**config.mk**
```make
export PLATFORM = sky130hd
export DESIGN_NAME = data_memory_be
export DESIGN_NICKNAME = d
export VERILOG_FILES = /design/src/rtl/data_memory_be.sv
export SDC_FILE = /design/constraint.sdc
export NUM_CORES = 2
export LEC_CHECK = 0
export ABC_CLOCK_PERIOD_IN_PS = 5200
export CAP_MARGIN = 20
export CORE_UTILIZATION = 45
export CTS_CLUSTER_DIAMETER = 50
export DETAILED_ROUTE_END_ITERATION = 7
export GPL_ROUTABILITY_DRIVEN = 0
export GPL_TIMING_DRIVEN = 1
export SYNTH_ARGS = -nofsm -noshare
export SYNTH_HDL_FRONTEND = slang
export SYNTH_SLANG_ARGS = --single-unit
```
**constraint.sdc**
```tcl
create_clock -name CLK -period 5.2 [get_ports CLK]
set_input_delay 0.78 -clock CLK [delete_from_list [all_inputs] [get_ports CLK]]
set_output_delay 0.78 -clock CLK [all_outputs]
set_load 0.05 [all_outputs]
```
**src/rtl/data_memory_be.sv**
```systemverilog
// Byte-enabled RISC-V data memory with sub-word loads and stores, misalignment fault detection,
// and an optional sweep that zeroes the array after reset.
module data_memory_be #(
    parameter int unsigned DEPTH_WORDS    = 64,
    parameter bit          CLEAR_ON_RESET = 1'b1
) (
    input  logic        CLK,
    input  logic        RST,
    input  logic        WE,
    input  logic        RE,
    input  logic [2:0]  FUNCT3,
    input  logic [31:0] A_DM,
    input  logic [31:0] WD,
    output logic [31:0] RD,
    output logic        READY,
    output logic        FAULT,
    output logic        FAULT_STICKY
);

    localparam int unsigned AW = $clog2(DEPTH_WORDS);

    typedef enum logic {CLEAR, IDLE} state_e;

    state_e        state_q, state_d;
    logic [AW-1:0] clr_ptr_q, clr_ptr_d;
    logic          sticky_q, sticky_d;
    logic [31:0]   mem_q [DEPTH_WORDS];

    logic [AW-1:0] idx;
    logic [1:0]    lane;
    logic          legal, misaligned;
    logic [3:0]    be;
    logic [31:0]   wdata;
    logic          store_en, clr_en;
    logic [31:0]   word, shifted;
    logic [15:0]   half;
    logic          unused_addr;

    // Upper address bits are deliberately ignored so addresses wrap.
    assign idx         = A_DM[AW+1:2];
    assign lane        = A_DM[1:0];
    assign unused_addr = ^A_DM[31:AW+2];

    assign READY        = (state_q == IDLE) & RST;
    assign FAULT_STICKY = sticky_q;

    always_comb begin
        legal      = 1'b0;
        misaligned = 1'b0;
        case (FUNCT3)
            3'b000: legal = 1'b1;
            3'b001: begin legal = 1'b1; misaligned = A_DM[0]; end
            3'b010: begin legal = 1'b1; misaligned = |A_DM[1:0]; end
            3'b100: legal = !WE;
            3'b101: begin legal = !WE; misaligned = A_DM[0]; end
            default: legal = 1'b0;
        endcase
        FAULT = READY & (WE | RE) & (!legal | misaligned);
    end

    always_comb begin
        be    = 4'b1111;
        wdata = WD;
        case (FUNCT3[1:0])
            2'b00: begin
                be    = 4'b0001 << lane;
                wdata = {4{WD[7:0]}};
            end
            2'b01: begin
                be    = lane[1] ? 4'b1100 : 4'b0011;
                wdata = {2{WD[15:0]}};
            end
            default: begin
                be    = 4'b1111;
                wdata = WD;
            end
        endcase
    end

    assign store_en = READY & WE & !FAULT;
    assign clr_en   = RST & (state_q == CLEAR);

    always_ff @(posedge CLK) begin
        if (clr_en) begin
            mem_q[clr_ptr_q] <= '0;
        end else if (store_en) begin
            for (int unsigned i = 0; i < 4; i++) begin
                if (be[i]) mem_q[idx][8*i +: 8] <= wdata[8*i +: 8];
            end
        end
    end

    assign word    = mem_q[idx];
    assign shifted = word >> {lane, 3'b000};
    assign half    = lane[1] ? word[31:16] : word[15:0];

    always_comb begin
        RD = '0;
        if (READY && !FAULT) begin
            if (!RE) begin
                RD = word;
            end else begin
                case (FUNCT3)
                    3'b000:  RD = {{24{shifted[7]}}, shifted[7:0]};
                    3'b001:  RD = {{16{half[15]}}, half};
                    3'b100:  RD = {24'b0, shifted[7:0]};
                    3'b101:  RD = {16'b0, half};
                    default: RD = word;
                endcase
            end
        end
    end

    always_comb begin
        state_d   = state_q;
        clr_ptr_d = clr_ptr_q;
        sticky_d  = sticky_q | FAULT;
        if (state_q == CLEAR) begin
            clr_ptr_d = clr_ptr_q + AW'(1);
            if (clr_ptr_q == AW'(DEPTH_WORDS - 1)) state_d = IDLE;
        end
    end

    always_ff @(posedge CLK) begin
        if (!RST) begin
            state_q   <= CLEAR_ON_RESET ? CLEAR : IDLE;
            clr_ptr_q <= '0;
            sticky_q  <= 1'b0;
        end else begin
            state_q   <= state_d;
            clr_ptr_q <= clr_ptr_d;
            sticky_q  <= sticky_d;
        end
    end

endmodule
```
# Word-level counts from Yosys, hierarchy flattened
# Memories as Yosys holds them, arrays and structs flattened.
# Index checks and enable logic that the tools add are counted.
totals:
  register_bits: 8
  ramBits: 2048
  input_bits: 71
  out_inout_bits: 35
  wordCells: 66
  mem_count: 1
mem_list:
  columns: ["name", "depth", "word_bits", "rd", "rd_clocked_by_memory_dff", "write_ports", "line", "rtl"]
  rows:
  - ["mem_q", 64, 32, 1, 0, 1, "27", "logic [31:0] mem_q [DEPTH_WORDS];"]
classes:
  n_addsub: 1
  n_eq_ne: 6
  shifts: 2
  n_mux: 32
  n_bitwise: 10
  reduce_logical: 11
op_table:
  columns: ["op", "count"]
  rows:
  - ["$pmux W32 S4", 1]
  - ["$mux W32", 3]
  - ["$pmux W32 S2", 1]
  - ["$reduce_or A32 Y1", 1]
  - ["$shr A32 B5 Y8", 1]
  - ["$mux W1", 20]
  - ["$mux W16", 1]
  - ["$mux W4", 2]
  - ["$pmux W4 S2", 1]
  - ["$add A6 B1 Y6 const B", 1]
  - ["$and A1 B1 Y1", 6]
  - ["$eq A3 B3 Y1 const B", 2]
  - ["$eq A6 B6 Y1 const B", 1]
  - ["$mux W6", 1]
  - ["$reduce_or A2 Y1", 3]
  - ["$pmux W1 S2", 2]
  - ["$shl A1 B2 Y4 const A", 1]
  - ["$eq A3 B1 Y1 const B", 1]
  - ["$eq A3 B2 Y1 const B", 1]
  - ["$logic_not A1 Y1", 3]
  - ["$logic_not A3 Y1", 1]
  - ["$or A1 B1 Y1", 3]
  - ["$reduce_or A3 Y1", 1]
  - ["$eq A2 B1 Y1 const B", 1]
  - ["other kinds (3)", 3]

# Logic depth before layout (Yosys ltp)
logic_depth:
  depth_word: 13
  depth_mapped: 13
  depth_no_buf: 8

# Worst setup path after synthesis
# No wires, ideal clock.
synth_timing:
  kind: "input port to output port"
  from: "input A_DM[2]"
  to: "output RD[15]"
  t_arrival_ps: 3778
  slack_ps: 642
  stages: 12
  path_buffers: 4
  cell_sequence: "buf_6 > buf_6 > buf_6 > buf_6 > mux2i_1 > a22oi_1 > nand3_1 > o21ai_0 > o2111ai_1 > a31oi_1 > o21ai_0 > a221oi_1"
synth_via:
  elab_chain_len: 5
  word_cells_on_any_way: 6
  classes_between: "shift (1); mux (4); memory (1)"
synth_lines:
  columns: ["element", "line", "rtl"]
  rows:
  - ["from (decl)", "12", "input logic [31:0] A_DM,"]
  - ["$mem_v2 Z64 W32 *", null, null]
  - ["$shr A32 B5 Y8 / $mux W16 (equally long branches)", "94, 95", null]
  - ["$pmux W32 S4", "103", "case (FUNCT3)"]
  - ["$mux W32 *", "100", "if (!RE) begin"]
  - ["$mux W32 *", "99", "if (READY && !FAULT) begin"]
  - ["to (decl)", "14", "output logic [31:0] RD,"]
# Mark *: on every way between the ends. The rest lies on a longest branch, timed or not.

# Worst setup path after layout
layout_timing:
  from: "input A_DM[2]"
  to: "output RD[2]"
# Same word-level chain as after synthesis.

==> out/qor.yml <==
logic_synthesis:
  yosys.area.top_type_share: 0.761
  post_synth_instance_area_um2: 80800
  yosysUniqueCellTypes: 63
  yosys_register_bits: 2056
  synthArstFlopShare: 0
  yosys_warnings: 0
  yosys-top-cells-area: "sky130_fd_sc_hd__edfxtp_1 76%, sky130_fd_sc_hd__mux4_2 16%, sky130_fd_sc_hd__nor2_1 1.4%, sky130_fd_sc_hd__mux2i_1 1.3%, sky130_fd_sc_hd__a22oi_1 0.84%"
  synth_enable_flop_cells: 2048
  synthesis.area_per_instance_um2: 21.4
  synth_top_flop_cell: "sky130_fd_sc_hd__edfxtp_1"
  synth_largest_area_cell: "sky130_fd_sc_hd__edfxtp_1"
  syn-instance-count: 3778
  yosysSeqAreaShare: 0.763
  syn_nets: 3850
route:
  dr.first_iter.drc_count: 4388
  routed-via-count: 40000
  post-route-drc-count: 0
  viasPerCell: 5.90
  drt_pass1_iterations: 5
  totalWireLength_mm: 209
  wl_per_cell_um: 30.9
  drtAntennaViolNets: 0
worst_setup_path:
  critical_path.cell_chain: "buf_8 > buf_12 > buf_4 > mux4_2 > a221oi_1 > o22ai_1 > a211o_1 > a32o_1 > o21ai_1 > a21oi_1 > buf_4"
  cp_slowest_stage_delay_ns: 0.59
  regToRegStartpoint: "state_q$_SDFF_PN0_"
  worst_ep_required_time_ns: 4.42
  path_class: "primary input to output pin"
  worst_path_max_delay_cell: "sky130_fd_sc_hd__a221oi_1"
  cp-end-kind: "output pin"
  cp-endpoint: "RD[2]"
  cp-start-kind: "primary input"
  setup.worst_path.start: "A_DM[2]"
  length_in_cells_of_the_worst_reg_to_reg_path: 7
  ff2ff_setup_slack_ns: 1.38
  critical_path_fanout_max: 24
  timing.critical_path.mode_cell: "sky130_fd_sc_hd__buf_4"
  critPathArrivalTime_ns: 4.27
  crit-reg2reg-capture: "mem_q[14][11]$_DFFE_PP_"
timing:
  worstMarginPinSlew_ns: 1.16
  hold_slack_ns: 0.529
  setup-tns-final_ns: 0
  achievable-frequency_mhz: 198
  final_min_period_over_clock_period: 0.971
  min_period_ns: 5.05
  timing.final.hold_violations: 0
  grt_setup_unrepaired: "false"
  relSlewSlack: 0.227
  layout_setup_ws_ns: 0.150
  finalSetupViolCount: 0
  skew_final_ns: 0.0268
  final_max_slew_viol_count: 0
clock_tree:
  clock-sinks: 2056
  cts_buffer_depth: 3
  clkTransAtPathRegs_ns: 0.06
  clk_latency_ns: 0.84
  tritoncts.num_buffers: 208
  ctsHtreeMaxLevel: 4
  post-cts-setup-buffers: 0
  cts_tree: "done"
  cts_root_buffer: "sky130_fd_sc_hd__clkbuf_16"
worst_hold_path:
  hold_path.class: "register to register"
  hp-start: "FAULT_STICKY$_SDFF_PN0_"
floorplan:
  die_ar_um2: 181000
  die_w_um: 426
  i_o_pins: 106
  initial_core_util: 0.453
  die_height_um: 426
  std_cell_rows: 155
  core-area_um2: 178000
placement:
  pre_cts_ws_ns: -0.121
  buffer_ports.inserted: 81
  placedInstanceArea_um2: 87200
  place.detailed.instances: 6387
  place.detailed.hpwl_mm: 138
grt:
  grt_first_pass_wirelength_mm: 296
  overflow: 0
  first_global_vias: 40500
  grt_max_degree: 65
  number_of_antenna_violations_at_the_first_check_in_global_routing: 6
  grt.total_usage: 0.232
finish:
  area_growth_pct: 16.2
  final_common_cell: "sky130_fd_sc_hd__edfxtp_1"
  design.final.nets: 4321
  drive_gt1_frac: 0.305
  stdcell_count: 6780
  mostFrequentLayoutCells: "2048 x sky130_fd_sc_hd__edfxtp_1, 557 x sky130_fd_sc_hd__mux4_2, 385 x sky130_fd_sc_hd__buf_4, 289 x sky130_fd_sc_hd__nor2_1, 211 x sky130_fd_sc_hd__clkbuf_16"
  finalInstanceArea_um2: 93900
  post-route-util: 0.526
power_and_ir_drop:
  irDropWorstVdd_mv: 0.357
  power.share.sequential: 0.532
  power.combinational.fraction: 0.042
  pwr-share-clk: 0.426
  switching_power_mw: 7.10
  p_sw_frac: 0.210
  design_internal_power_mw: 26.7
  power_leakage_nw: 27.7
  p_total_mw: 33.8
  cellPowerDensity_nw_per_um2: 360
outcome:
  status: "finished, final reports clean"
run:
  max_cap_check_violation_count: 0
==> metal layers <==
metal / global-route usage / share of wire
met2: 0.383 / 0.50
met3: 0.0394 / 0.063
met1: 0.304 / 0.39
met4: 0.100 / 0.044
met5: 0 / 0
==> synth_stat cells (6+ instances only) <==
library cell               number
sky130_fd_sc_hd__nand2_1      125
sky130_fd_sc_hd__nand3_1       31
sky130_fd_sc_hd__o21ai_0        7
sky130_fd_sc_hd__o31ai_1        6
sky130_fd_sc_hd__nor2b_1       13
sky130_fd_sc_hd__a221oi_1      21
sky130_fd_sc_hd__a22o_1        18
sky130_fd_sc_hd__o22ai_1       10
sky130_fd_sc_hd__mux2i_1      104
sky130_fd_sc_hd__a21oi_1       58
sky130_fd_sc_hd__mux4_2       557
sky130_fd_sc_hd__nand2b_1       6
sky130_fd_sc_hd__buf_4         31
sky130_fd_sc_hd__o21ai_1       13
sky130_fd_sc_hd__and2_1        16
sky130_fd_sc_hd__a22oi_1       90
sky130_fd_sc_hd__nor3_1        12
sky130_fd_sc_hd__mux2_2         8
sky130_fd_sc_hd__clkbuf_1     119
sky130_fd_sc_hd__nor2_1       309
sky130_fd_sc_hd__a31oi_1       13
sky130_fd_sc_hd__edfxtp_1    2048
sky130_fd_sc_hd__dfxtp_1        8
sky130_fd_sc_hd__buf_1         18
sky130_fd_sc_hd__buf_2         37
sky130_fd_sc_hd__buf_6         18
==> worst min-delay path by stage <==
stage	slack (ns)	to	depth (start not counted)
floorplan	0.59	clr_ptr_q[1]$_SDFFE_PN0N_	3
global placement	0.52	FAULT_STICKY$_SDFF_PN0_	1
detailed placement	0.53	FAULT_STICKY$_SDFF_PN0_	1
CTS	0.54	FAULT_STICKY$_SDFF_PN0_	1
global route	0.54	FAULT_STICKY$_SDFF_PN0_	1
finish	0.53	FAULT_STICKY$_SDFF_PN0_	1
==> cells by family (layout without fill, tap and decap cells) <==
family | Yosys count | after routing | share of synthesized area
simple gates | 539 | 539 | 0.0280
mux | 669 | 669 | 0.169
xor+xnor | 4 | 4 | 0.000434
fa+ha+maj | 1 | 1 | 0.000155
buf+inv | 230 | 871 | 0.0144
compound gates | 279 | 279 | 0.0245
flops | 2056 | 2056 | 0.763
other cells | 0 | 6 | 0
==> power by group through the flow <==
stage	registers (mW)	logic (mW)	clock network (mW)
after global placement	18.4	1.41	0
after detailed placement	18.4	1.41	0
after CTS	18.0	1.41	14.6
after floorplan	18.4	0.773	0
final	18.0	1.41	14.4
after global routing	18.0	1.46	15.2
==> area by class of cell <==
type / instances / area (um^2)
Tap cell: 2355 / 2950
Fill cell: 13900 / 84500
Antenna cell: 6 / 15.0
Clock buffer: 264 / 5500
Sequential cell: 2056 / 61700
Clock inverter: 116 / 1030
Inverter: 7 / 31.3
Multi-Input combinational cell: 1492 / 18400
Timing Repair Buffer: 484 / 4370
==> worst max-delay path: cells and delay by family <==
kind / cells / cell delay (ns)
buf+inv: 4 / 1.06
mux: 1 / 0.52
compound gates: 6 / 1.86
==> state kept, by name, indices dropped and copies added, names as in the netlist <==
register,cells
clr_ptr_q,6
FAULT_STICKY,1
state_q,1
mem_q,2048
==> repair_timing <==
| item | 4_1_cts | 5_1_grt |
|---|---|---|
| endpoints found under the hold margin | 0 | 0 |
| hold buffers | 0 | 0 |
| endpoints found under the setup margin | 1 | 0 |
| gates resized for setup | 1 | 0 |
Power figures use the tool's default switching activity.
